==> src/rtl/nic_pkg.sv <==
// Shared constants for the network interface controller: PE register map
// and packet field positions.
package nic_pkg;

  localparam int DATA_WIDTH = 64;
  localparam int ADDR_WIDTH = 2;

  localparam logic [ADDR_WIDTH-1:0] ADDR_IBUF  = 2'b00;
  localparam logic [ADDR_WIDTH-1:0] ADDR_ISTAT = 2'b01;
  localparam logic [ADDR_WIDTH-1:0] ADDR_OBUF  = 2'b10;
  localparam logic [ADDR_WIDTH-1:0] ADDR_OSTAT = 2'b11;

  localparam int VC_BIT   = 63;
  localparam int DIR_MSB  = 62;
  localparam int DIR_LSB  = 61;
  localparam int HOP_MSB  = 55;
  localparam int HOP_LSB  = 48;
  localparam int SRC_MSB  = 47;
  localparam int SRC_LSB  = 32;
  localparam int DATA_MSB = 31;
  localparam int DATA_LSB = 0;

endpackage

==> src/rtl/nic_if.sv <==
// PE register port plus router-side channel signals of the NIC.
// slave = the NIC itself; master = the PE and router driving it.
interface nic_if;
  import nic_pkg::*;

  // PE side
  logic [ADDR_WIDTH-1:0] addr;
  logic [DATA_WIDTH-1:0] d_in;
  logic [DATA_WIDTH-1:0] d_out;
  logic                  nicEn;
  logic                  nicWrEn;

  // Router side. Both directions follow valid/ready: a packet moves on a
  // rising edge where the sender's strobe (so/si) and the receiver's
  // ready (ro/ri) are both high; data must be stable while the strobe is high.
  logic                  net_so;
  logic                  net_ro;
  logic [DATA_WIDTH-1:0] net_do;
  logic                  net_polarity;
  logic                  net_si;
  logic                  net_ri;
  logic [DATA_WIDTH-1:0] net_di;

  modport slave (
    input  addr, d_in, nicEn, nicWrEn,
    output d_out,
    output net_so, net_do,
    input  net_ro, net_polarity,
    input  net_si, net_di,
    output net_ri
  );

  modport master (
    output addr, d_in, nicEn, nicWrEn,
    input  d_out,
    input  net_so, net_do,
    output net_ro, net_polarity,
    output net_si, net_di,
    input  net_ri
  );

endinterface

==> src/rtl/nic_chan_buf.sv <==
// One-deep packet buffer with a full flag. A write is accepted only when
// empty; a read strobe clears the flag and leaves the data in place.
module nic_chan_buf #(
  parameter int W = 64
) (
  input  logic         clk_i,
  input  logic         rst_ni,
  input  logic         wr_i,
  input  logic [W-1:0] data_i,
  input  logic         rd_i,
  output logic [W-1:0] data_o,
  output logic         full_o
);

  logic [W-1:0] data_q, data_d;
  logic         full_q, full_d;

  // A write to an empty buffer wins over a same-cycle read strobe, so a
  // packet arriving while the PE polls an empty buffer is not lost.
  always_comb begin
    data_d = data_q;
    full_d = full_q;
    if (rd_i) full_d = 1'b0;
    if (wr_i && !full_q) begin
      data_d = data_i;
      full_d = 1'b1;
    end
  end

  always_ff @(posedge clk_i or negedge rst_ni) begin
    if (!rst_ni) begin
      data_q <= '0;
      full_q <= 1'b0;
    end else begin
      data_q <= data_d;
      full_q <= full_d;
    end
  end

  assign data_o = data_q;
  assign full_o = full_q;

endmodule

==> src/rtl/nic.sv <==
// Network interface controller: PE register port on one side, the PE port
// of a mesh router on the other, with one packet buffer per direction.
module nic
  import nic_pkg::*;
(
  input  logic clk,
  input  logic reset,
  nic_if.slave bus
);

  logic                  pe_wr, pe_rd;
  logic                  ocb_full, icb_full;
  logic [DATA_WIDTH-1:0] ocb_data, icb_data;
  logic [DATA_WIDTH-1:0] d_out_q, d_out_d;
  logic                  so;

  assign pe_wr = bus.nicEn & bus.nicWrEn;
  assign pe_rd = bus.nicEn & ~bus.nicWrEn;

  // Inject only when the packet's VC matches the router's current phase.
  assign so = ocb_full & bus.net_ro & (ocb_data[VC_BIT] == bus.net_polarity);

  nic_chan_buf #(.W(DATA_WIDTH)) u_ocb (
    .clk_i  (clk),
    .rst_ni (reset),
    .wr_i   (pe_wr && (bus.addr == ADDR_OBUF)),
    .data_i (bus.d_in),
    .rd_i   (so),
    .data_o (ocb_data),
    .full_o (ocb_full)
  );

  nic_chan_buf #(.W(DATA_WIDTH)) u_icb (
    .clk_i  (clk),
    .rst_ni (reset),
    .wr_i   (bus.net_si),
    .data_i (bus.net_di),
    .rd_i   (pe_rd && (bus.addr == ADDR_IBUF)),
    .data_o (icb_data),
    .full_o (icb_full)
  );

  always_comb begin
    d_out_d = d_out_q;
    if (pe_rd) begin
      unique case (bus.addr)
        ADDR_IBUF:  d_out_d = icb_data;
        ADDR_ISTAT: d_out_d = {{(DATA_WIDTH-1){1'b0}}, icb_full};
        ADDR_OBUF:  d_out_d = ocb_data;
        ADDR_OSTAT: d_out_d = {{(DATA_WIDTH-1){1'b0}}, ocb_full};
        default:    d_out_d = d_out_q;
      endcase
    end
  end

  always_ff @(posedge clk or negedge reset) begin
    if (!reset) d_out_q <= '0;
    else        d_out_q <= d_out_d;
  end

  assign bus.d_out  = d_out_q;
  assign bus.net_so = so;
  assign bus.net_do = ocb_data;
  assign bus.net_ri = ~icb_full;

endmodule

==> src/flat_wrapper.sv <==
// flat-port wrapper written by rule: the top's interface ports become plain ports
module nic_flat import nic_pkg::*;
  (clk, reset, bus_addr, bus_d_in, bus_nicEn, bus_nicWrEn, bus_d_out, bus_net_so, bus_net_do, bus_net_ro, bus_net_polarity, bus_net_si, bus_net_di, bus_net_ri);
  nic_if bus_i ();
  input  logic clk;
  input  logic reset;
  input wire logic [$bits(bus_i.addr)-1:0] bus_addr;
  input wire logic [$bits(bus_i.d_in)-1:0] bus_d_in;
  input wire logic [$bits(bus_i.nicEn)-1:0] bus_nicEn;
  input wire logic [$bits(bus_i.nicWrEn)-1:0] bus_nicWrEn;
  output wire logic [$bits(bus_i.d_out)-1:0] bus_d_out;
  output wire logic [$bits(bus_i.net_so)-1:0] bus_net_so;
  output wire logic [$bits(bus_i.net_do)-1:0] bus_net_do;
  input wire logic [$bits(bus_i.net_ro)-1:0] bus_net_ro;
  input wire logic [$bits(bus_i.net_polarity)-1:0] bus_net_polarity;
  input wire logic [$bits(bus_i.net_si)-1:0] bus_net_si;
  input wire logic [$bits(bus_i.net_di)-1:0] bus_net_di;
  output wire logic [$bits(bus_i.net_ri)-1:0] bus_net_ri;
  assign bus_i.addr = bus_addr;
  assign bus_i.d_in = bus_d_in;
  assign bus_i.nicEn = bus_nicEn;
  assign bus_i.nicWrEn = bus_nicWrEn;
  assign bus_d_out = bus_i.d_out;
  assign bus_net_so = bus_i.net_so;
  assign bus_net_do = bus_i.net_do;
  assign bus_i.net_ro = bus_net_ro;
  assign bus_i.net_polarity = bus_net_polarity;
  assign bus_i.net_si = bus_net_si;
  assign bus_i.net_di = bus_net_di;
  assign bus_net_ri = bus_i.net_ri;
  nic u_core (.clk(clk), .reset(reset), .bus(bus_i));
endmodule
==> config.mk <==
export PLATFORM = sky130hd
export DESIGN_NAME = nic_flat
export DESIGN_NICKNAME = d
export VERILOG_FILES = /design/src/rtl/nic_pkg.sv /design/src/rtl/nic_if.sv /design/src/rtl/nic_chan_buf.sv /design/src/rtl/nic.sv /design/src/flat_wrapper.sv
export SDC_FILE = /design/constraint.sdc
export NUM_CORES = 1
export LEC_CHECK = 0
export BUFFER_PORTS_ARGS = -buffer_cell sky130_fd_sc_hd__buf_2
export CORE_UTILIZATION = 40
export CTS_CLUSTER_SIZE = 25
export DETAILED_ROUTE_END_ITERATION = 8
export HOLD_SLACK_MARGIN = 0.06
export PLACE_DENSITY_LB_ADDON = 0.1
export SETUP_SLACK_MARGIN = 0.05
export SYNTH_ARGS = -nofsm -noshare
export SYNTH_HDL_FRONTEND = slang
export SYNTH_SLANG_ARGS = --single-unit
==> constraint.sdc <==
create_clock -name clk -period 1.7 [get_ports clk]
set_input_delay 0.17 -clock clk [delete_from_list [all_inputs] [get_ports clk]]
set_output_delay 0.17 -clock clk [all_outputs]
set_load 0.01 [all_outputs]
==> results of run 1 <==
[synthesized netlist by cell type, drive strengths merged]
cell / number
nor3: 1
mux2i: 63
o21ai: 64
and3: 1
nand2b: 1
nand2: 63
nand4: 1
o21bai: 1
inv: 2
clkbuf: 11
mux2: 129
dfrtp: 194
buf: 24
or2: 1
mux4: 1
nor2b: 1
xnor2: 1
nor2: 1
[through the flow]
stage,cells,util,hold slack [ns],cell area (µm²)
3_5_place_dp,1070,0.4954,0.1470,9642
4_1_cts,1231,0.5923,0.07020,11530
2_1_floorplan,560,-,-0.1256,7963
5_1_grt,1231,0.5923,0.1017,11530
6_report,1231,0.5923,0.08602,11530
3_3_place_gp,1070,0.4954,0.1343,9642
[state kept, by name, summed over array words and instances, names as in the netlist]
signal and count:
u_core.u_ocb.data_o 64, u_core.bus.d_out 64, u_core.u_icb.data_o 64, u_core.u_icb.full_o 1, u_core.u_ocb.full_o 1
[cell families after synthesis]
logic type | Yosys count | share of synthesized area
and+or+nand+nor | 70 | 0.03473
muxes | 193 | 0.2876
xor gates and xnor gates | 1 | 0.001100
buffers and inverters | 37 | 0.02577
AOI/OAI and AO/OA | 65 | 0.04117
DFF | 194 | 0.6097
[routing by layer]
layer,vias to the layer above,share of wire,global-route usage
li1,2732,-,-
met4,2,0.017,0.07187
met3,25,0.049,0.04863
met2,174,0.50,0.3612
met1,2927,0.43,0.2552
met5,-,0.00083,0
[power groups by stage]
| stage | clock network (mW) | registers [mW] | logic (mW) |
|---|---|---|---|
| global placement | 0 | 7.81 | 5.26 |
| detailed placement | 0 | 7.92 | 5.41 |
| finish | 4.06 | 7.84 | 5.59 |
| global route | 4.38 | 8.12 | 6.12 |
| floorplan | 0 | 8.16 | 2.85 |
| CTS | 4.16 | 7.84 | 5.67 |
[cells in the final DEF (no fill, tap or decap), drive strengths merged, types with 2 or more instances in the layout]
cell         count
clkbuf          21
dfrtp          194
inv              7
mux2           129
clkinv           2
bufinv           2
o21ai           64
dlygate4sd3    129
nand2           63
mux2i           63
buf            279
clkinvlp         3
[worst min-delay path, stage by stage]
cell	delay, ns
buf_2	0.12
nor3_1	0.05
o21bai_1	0.12
[area by class of cell]
class	count	area, µm²
multi-input combinational	329	2913
inverter	2	7.507
clock buffer	20	446.7
sequential	194	4855
clock inverter	12	147.6
tap	265	331.6
timing repair buffer	409	2826
fill	1622	7935
[worst paths after layout]
kind / start / to / slack, ns / cells after the start
setup / recovery: u_core.u_ocb.data_o[63] / bus_net_so / 0.18 / 3
hold / removal: bus_addr[0] / u_core.u_icb.full_o / 0.09 / 3
setup reg to reg: u_core.u_ocb.full_o / u_core.u_ocb.data_o[4] / 0.18 / 4
hold reg to reg: u_core.bus.d_out[1] / u_core.bus.d_out[1] / 0.48 / 2
max in group asynchronous: reset / u_core.bus.d_out[43] / 0.80 / 3
min in group asynchronous: reset / u_core.u_icb.data_o[56] / 0.25 / 2
==> run_results.csv, run 1 <==
group,metric,value,unit
status,outcome,"complete, no violations",
critical_path,cp_slowest_cell,"dfrtp_1",
clock_tree,cts_sinks,194,
timing,finalCriticalPeriod,1.524,ns
grt,grt_pass1_wl,32860,µm
grt,grt_start_max_net_pins,64,
floorplan,dieHeight,143.1,µm
pwr,swShare,0.3113,
placement,io_buffer_count,266,
floorplan,die_x,143.1,µm
timing,worst_pin_slew,0.4651,ns
yosys,yosysTopAreaCell,"dfrtp_1",
floorplan,pin_count,267,
pwr,irDropWorstVdd,0.0008164,V
timing,setup_ws,0.1764,ns
layout,final_nets,1090,
critical_path,critPathMaxStageDelay,0.44,ns
grt,grt_use_total,0.2090,
pwr,clockPowerShare,0.232,
yosys,netlist_top_cells_area,"dfrtp_1, mux2_2, mux2_4, mux2i_1, nand2_1",
detailed_routing,vias,5860,
critical_path,crit_path_end_kind,"primary output",
grt,antenna_found_initial,1,
critical_path,cp_max_fo,4,
floorplan,start_util,0.4091,
yosys,synth_area,7963,µm²
clock_tree,cts-buffers-inserted,17,
detailed_routing,via_per_inst,4.760,
pwr,p_comb_frac,0.319,
pwr,fin_total_pwr,17.49,mW
timing,relSlewSlack,0.6899,
timing,rsz0062_at_grt,"false",
placement,gp_congestion,0.7810,
pwr,pwr-share-seq,0.449,
floorplan,core-area,19460,µm²
layout,layout-drive-gt1-share,0.4586,
pwr,p_per_area,1517,nW/µm²
yosys,synthCells,560,
clock_tree,cts_resized,0,
detailed_routing,first_pass_iters,4,
critical_path,crit_path_start_kind,"flop",
pwr,p_leak,5.829,nW
critical_path,critPathKind,"reg2out",
layout,diodes,0,
job,maxCapViolations,0,
clock_tree,insertion_delay,0.42,ns
yosys,yosysUniqueCellTypes,22,
critical_path,crit_required,1.53,ns
critical_path,critPathBufInv,1,
yosys,synth_area_per_cell,14.22,µm²
timing,drv_slew,0,
placement,dpl.hpwl,13280,µm
yosys,yosys_warnings,0,
layout,area_delta_synth_final,44.77,%
min_path,hp-class,"in2reg",
yosys,ys_seq_elements,194,
critical_path,cp_top_family,"flip-flops",
pwr,power.switching,5.444,mW
timing,fin_setup_tns,0,ns
critical_path,crit_chain,"xnor2_1, and3_1, buf_2",
timing,setup_viol,0,
clock_tree,cts_tree,"yes",
grt,grt_overflow,0,
yosys,synth_nets,697,
detailed_routing,first_iter_violations,178,
yosys,synth_seq_area_share,0.6097,
detailed_routing,ant_nets,0,
clock_tree,h-tree-depth,4,
timing,fmaxAchievable,656.3,MHz
clock_tree,postCtsSetupBuffers,0,
detailed_routing,drt-total-wl,20530,µm
yosys,synth_top_area_share,0.6097,
placement,pre_cts_slack,0.1967,ns
detailed_routing,routedWlPerCell,16.68,µm
critical_path,critical_path_arrival,1.35,ns
clock_tree,clock_path_buffers,2,
clock_tree,cts_root_buf,"clkbuf_16",
timing,period_share,0.8962,
timing,finClkSkew,0.009661,ns
grt,grt_pass1_vias,6363,
floorplan,dieArea,20470,µm²
pwr,p_int,12.04,mW
floorplan,rows,51,
timing,hold_viol_final,0,
detailed_routing,route.detailed.drc,0,
clock_tree,clk_pin_slew_worst_paths,0.07,ns
clock_tree,hold_buffers,129,
(Power assumes the default switching activity.)
==> run 2: changes to the inputs <==
Settings changed: CELL_PAD_IN_SITES_DETAIL_PLACEMENT set to 1, CELL_PAD_IN_SITES_GLOBAL_PLACEMENT set to 1.
==> run 2 against run 1 <==
Effect of this change: die area unchanged; critical path type is now in2reg; via count up 3.6%; design area about the same; power up 0.39%; hold slack better by 0.088 ns; largest power group unchanged; worst setup slack worse by 0.060 ns; sequential share of layout area about the same; first-iteration DRC count up 15%; cell count up 0.24%; sequential power up 1%; wire length up 17%.
==> run_results.csv, run 2 (synthesis results as in run 1) <==
group,metric,value,unit
timing,setup_viol,0,
job,maxCapViolations,0,
detailed_routing,route.detailed.drc,0,
timing,worst_pin_slew,0.6188,ns
detailed_routing,drt-total-wl,24060,µm
detailed_routing,first_iter_violations,205,
status,outcome,"complete, no violations",
placement,dpl.hpwl,14690,µm
timing,drv_slew,0,
floorplan,start_util,0.4091,
grt,use_met1,0.2935,
placement,io_buffer_count,266,
grt,antenna_found_initial,2,
pwr,irDropWorstVdd,0.0007373,V
timing,fin_setup_tns,0,ns
clock_tree,cts_sinks,194,
pwr,fin_total_pwr,17.56,mW
floorplan,pin_count,267,
grt,grt_start_max_net_pins,66,
clock_tree,clock_path_buffers,2,
grt,grt_pass1_vias,6921,
placement,gp_congestion,0.7525,
layout,final_util,0.5925,
layout,final_nets,1092,
clock_tree,cts-buffers-inserted,17,
critical_path,crit_path_end_kind,"flop",
floorplan,core-area,19460,µm²
grt,grt_pass1_wl,38160,µm
clock_tree,cts_root_buf,"clkbuf_16",
layout,final_common_cell,"buf_2",
layout,layout-drive-gt1-share,0.4602,
critical_path,crit_required,2.01,ns
clock_tree,cts_tree,"yes",
floorplan,die_x,143.1,µm
critical_path,cp_max_fo,33,
clock_tree,insertion_delay,0.43,ns
layout,final_cell_mix,"buf_2, dfrtp_1, dlygate4sd3_1",
clock_tree,clk_pin_slew_worst_paths,0.08,ns
grt,met2_usage,0.4367,
pwr,p_per_area,1523,nW/µm²
detailed_routing,vias,6072,
timing,relSlewSlack,0.5875,
timing,period_share,0.9315,
clock_tree,cts_resized,0,
timing,finClkSkew,0.01041,ns
critical_path,crit_path_start_kind,"input pin",
layout,area_delta_synth_final,44.82,%
timing,finalCriticalPeriod,1.584,ns
floorplan,dieHeight,143.1,µm
timing,fmaxAchievable,631.5,MHz
placement,pre_cts_slack,0.2187,ns
grt,grt_overflow,0,
detailed_routing,ant_nets,0,
clock_tree,h-tree-depth,4,
critical_path,critPathKind,"in2reg",
floorplan,dieArea,20470,µm²
timing,hold_viol_final,0,
grt,grt.busiest_layer,"met2",
grt,grt_use_total,0.2467,
critical_path,critical_path_arrival,1.90,ns
grt,grtUsageMet3,0.06439,
floorplan,rows,51,
detailed_routing,via_per_inst,4.921,
timing,rsz0062_at_grt,"false",
critical_path,rrSetupSlack,0.17,ns
timing,setup_ws,0.1165,ns
pwr,p_leak,5.834,nW
detailed_routing,routedWlPerCell,19.50,µm
detailed_routing,first_pass_iters,4,
min_path,hp-class,"in2reg",
-- run 2: per-layer routing --
metal  up-vias  wire, µm
li1       2740         -
met1      3106     10010
met2       192     12320
met3        34      1311
met4         0       423
met5         -         0
-- run 2: metrics by stage --
step | instances | cell area, µm² | hold WS (ns)
floorplan | 560 | 7963 | -0.1256
finish | 1234 | 11530 | 0.1740
CTS | 1232 | 11530 | 0.1882
global route | 1233 | 11530 | 0.1847
detailed placement | 1071 | 9662 | 0.1139
global placement | 1071 | 9662 | 0.1102
-- run 2: final cells by class --
| type | instances | area, µm² |
|---|---|---|
| Clock buffer | 18 | 439.2 |
| Multi-Input combinational cell | 329 | 2913 |
| Inverter | 2 | 7.507 |
| Fill cell | 1994 | 7931 |
| Tap cell | 265 | 331.6 |
| Clock inverter | 13 | 123.9 |
| Antenna cell | 2 | 5.005 |
| Sequential cell | 194 | 4855 |
| Timing Repair Buffer | 411 | 2856 |
-- run 2: path summary, 6_finish.rpt --
check / endpoint / start / cells after the start
setup reg to reg: u_core.u_ocb.data_o[30] / u_core.u_ocb.full_o / 4
max in group asynchronous: u_core.bus.d_out[30] / reset / 3
min in group asynchronous: u_core.bus.d_out[50] / reset / 2
setup / recovery: u_core.u_ocb.data_o[30] / bus_addr[0] / 6
hold reg to reg: u_core.bus.d_out[44] / u_core.bus.d_out[44] / 2
hold / removal: u_core.u_ocb.full_o / bus_net_ro / 3
-- run 2: repair_timing --
item | CTS | global route
endpoints found under the hold margin | 298 | 0
setup buffers | 0 | 0
hold buffers | 130 | 0
-- run 2: critical path: stages --
cell and delay (ns):
dlygate4sd3_1 0.55, buf_2 0.16, nor2_1 0.10, nand4_1 0.25, buf_12 0.28, mux2_4 0.34
-- run 2: report_power, final --
part           switching, mW  total, mW  internal (mW)
clock network           1.87       3.84           1.97
logic                   2.52       5.78           3.26
registers               1.38       7.94           6.56
==> run 3: changes to the inputs <==
==> constraint.sdc (replaced) <==
create_clock -name clk -period 1.7 [get_ports clk]
set_input_delay 0.34 -clock clk [delete_from_list [all_inputs] [get_ports clk]]
set_output_delay 0.34 -clock clk [all_outputs]
set_load 0.01 [all_outputs]
==> run 3 against run 2 <==
Effect of this change: utilization decreased by 5.8 points; first-iteration DRC count rose by 2.0%; power rose by 0.30%; cell count fell by 9.6%; flip-flop and latch count unchanged; via count is 9.7% lower; sequential share of layout area grew 4.6 points; combinational power shrank 4.2%; sequential power fell by 0.6%; die area unchanged; fmax down 5.1%; critical path type is now reg2out; largest cell class unchanged.
==> run_results.csv, run 3 (synthesis results as in run 1) <==
group,metric,value,unit
detailed_routing,ant_nets,0,
grt,grt_start_max_net_pins,48,
timing,period_share,0.9816,
layout,area_delta_synth_final,30.66,%
critical_path,critical_path_arrival,1.33,ns
detailed_routing,via_per_inst,4.911,
clock_tree,cts_tree,"yes",
critical_path,critPathMaxStageDelay,0.42,ns
clock_tree,clk_pin_slew_worst_paths,0.07,ns
timing,fmaxAchievable,599.3,MHz
pwr,irDropWorstVdd,0.0008923,V
timing,worst_pin_slew,0.5120,ns
critical_path,crit_path_start_kind,"flop",
grt,grt_use_total,0.2247,
placement,place_inst,1079,
floorplan,start_util,0.4091,
pwr,p_int,12.08,mW
clock_tree,cts_sinks,194,
critical_path,cp_top_family,"flip-flops",
detailed_routing,route.detailed.drc,0,
detailed_routing,first_iter_violations,209,
layout,final_util,0.5346,
grt,grt_pass1_vias,6052,
clock_tree,clock_path_buffers,2,
floorplan,dieArea,20470,µm²
timing,fin_setup_tns,0,ns
pwr,swShare,0.3142,
job,maxCapViolations,0,
pwr,p_leak,5.378,nW
placement,gp_congestion,0.7596,
pwr,power.switching,5.533,mW
critical_path,crit_chain,"xnor2_2, and3_4, buf_6",
critical_path,critPathKind,"reg2out",
critical_path,crit_path_end_kind,"primary output",
timing,setup_viol,0,
critical_path,rrSetupSlack,0.24,ns
floorplan,dieHeight,143.1,µm
critical_path,cp_max_fo,2,
pwr,pwr-share-seq,0.448,
pwr,p_per_area,1693,nW/µm²
layout,final_nets,972,
clock_tree,cts_root_buf,"clkbuf_16",
clock_tree,h-tree-depth,4,
timing,rsz0062_at_grt,"true",
timing,drv_slew,0,
floorplan,rows,51,
detailed_routing,vias,5481,
layout,finalNonFillerCells,1116,
critical_path,crit_required,1.36,ns
timing,finalCriticalPeriod,1.669,ns
floorplan,core-area,19460,µm²
critical_path,regToRegStartpoint,"u_core.u_ocb.full_o",
grt,grt_pass1_wl,34130,µm
floorplan,pin_count,267,
min_path,hold_depth,2,
min_path,hp-class,"in2reg",
grt,grt_overflow,0,
timing,finClkSkew,0.01105,ns
min_path,holdPathEnd,"u_core.u_ocb.data_o[37]",
critical_path,reg2reg_depth,5,
layout,fillers,2059,
critical_path,critPathBufInv,1,
timing,relSlewSlack,0.6587,
grt,antenna_found_initial,5,
layout,final_common_cell,"buf_2",
placement,dpl.hpwl,15420,µm
timing,hold_viol_final,0,
clock_tree,insertion_delay,0.43,ns
timing,whs,0.1385,ns
pwr,clockPowerShare,0.237,
status,outcome,"complete, no violations",
critical_path,cp_slowest_cell,"dfrtp_2",
detailed_routing,first_pass_iters,4,
clock_tree,cts-buffers-inserted,17,
floorplan,die_x,143.1,µm
placement,io_buffer_count,266,
critical_path,r2r_end,"u_core.u_ocb.data_o[29]",
min_path,min_from,"bus_d_in[37]",
layout,layout-drive-gt1-share,0.5384,
pwr,p_comb_frac,0.314,
layout,final_cell_mix,"buf_2, dfrtp_1, mux2_2",
detailed_routing,routedWlPerCell,19.81,µm
detailed_routing,drt-total-wl,22100,µm
==> run 3: routing by layer <==
layer / vias to the layer above / track usage / share of wire
met2: 166 / 0.3764 / 0.50
met4: 4 / 0.07640 / 0.014
li1: 2501 / - / -
met5: - / 0 / 0.0012
met3: 26 / 0.06506 / 0.061
met1: 2784 / 0.2765 / 0.42
==> run 3: how the worst max path moves through the flow <==
stage,start,endpoint,slack [ns],cells past startpoint
floorplan,u_core.u_icb.full_o,u_core.u_icb.data_o[0],0.34,4
global placement,bus_addr[0],u_core.u_ocb.data_o[24],0.17,6
detailed placement,bus_nicWrEn,u_core.bus.d_out[49],0.17,5
CTS,u_core.u_ocb.data_o[63],bus_net_so,-0.01,3
global route,u_core.u_ocb.data_o[63],bus_net_so,-0.008,3
finish,u_core.u_ocb.data_o[63],bus_net_so,0.03,3
==> run 3: through the flow <==
| step | cell area, µm² | setup WS [ns] | total power [mW] |
|---|---|---|---|
| after CTS | 10380 | -0.01402 | 17.83 |
| after floorplan | 7963 | 0.3389 | 11.01 |
| after detailed placement | 9747 | 0.1743 | 13.53 |
| after global placement | 9747 | 0.1701 | 13.17 |
| after global routing | 10400 | -0.008031 | 18.66 |
| final | 10400 | 0.03131 | 17.61 |
==> run 3: power by group through the flow <==
stage,sequential [mW],clock (mW),combinational [mW]
after floorplan,8.16,0,2.85
after global placement,7.84,0,5.33
after detailed placement,7.97,0,5.55
after CTS,7.91,4.30,5.63
after global routing,8.15,4.48,6.03
final,7.89,4.18,5.54
==> run 3: area by class of cell <==
class                   instances  area, µm²  area share
flip-flops and latches        194       4856      0.4667
well taps                     265      331.6     0.03187
inverters                       2      7.507   0.0007216
multi-input cells             329       2925      0.2812
repair buffers                291       1664      0.1600
diodes                          4      10.01   0.0009621
clock buffers                  20      456.7     0.04390
clock inverters                11      152.6     0.01467
==> run 3: what timing repair did <==
item	4_1_cts	5_1_grt
buffers inserted	1	0
pin swaps	1	0
gates resized for setup	2	2
gates cloned	0	0
hold buffers	1	0
setup endpoints to repair	1	1
endpoints found under the hold margin	35	0
==> run 3: worst reg2reg max path: stages, from the launching register on <==
cell and delay, ns:
dfrtp_1 0.41, nor2_1 0.10, nand4_1 0.13, buf_4 0.22, buf_12 0.18, mux2_4 0.31
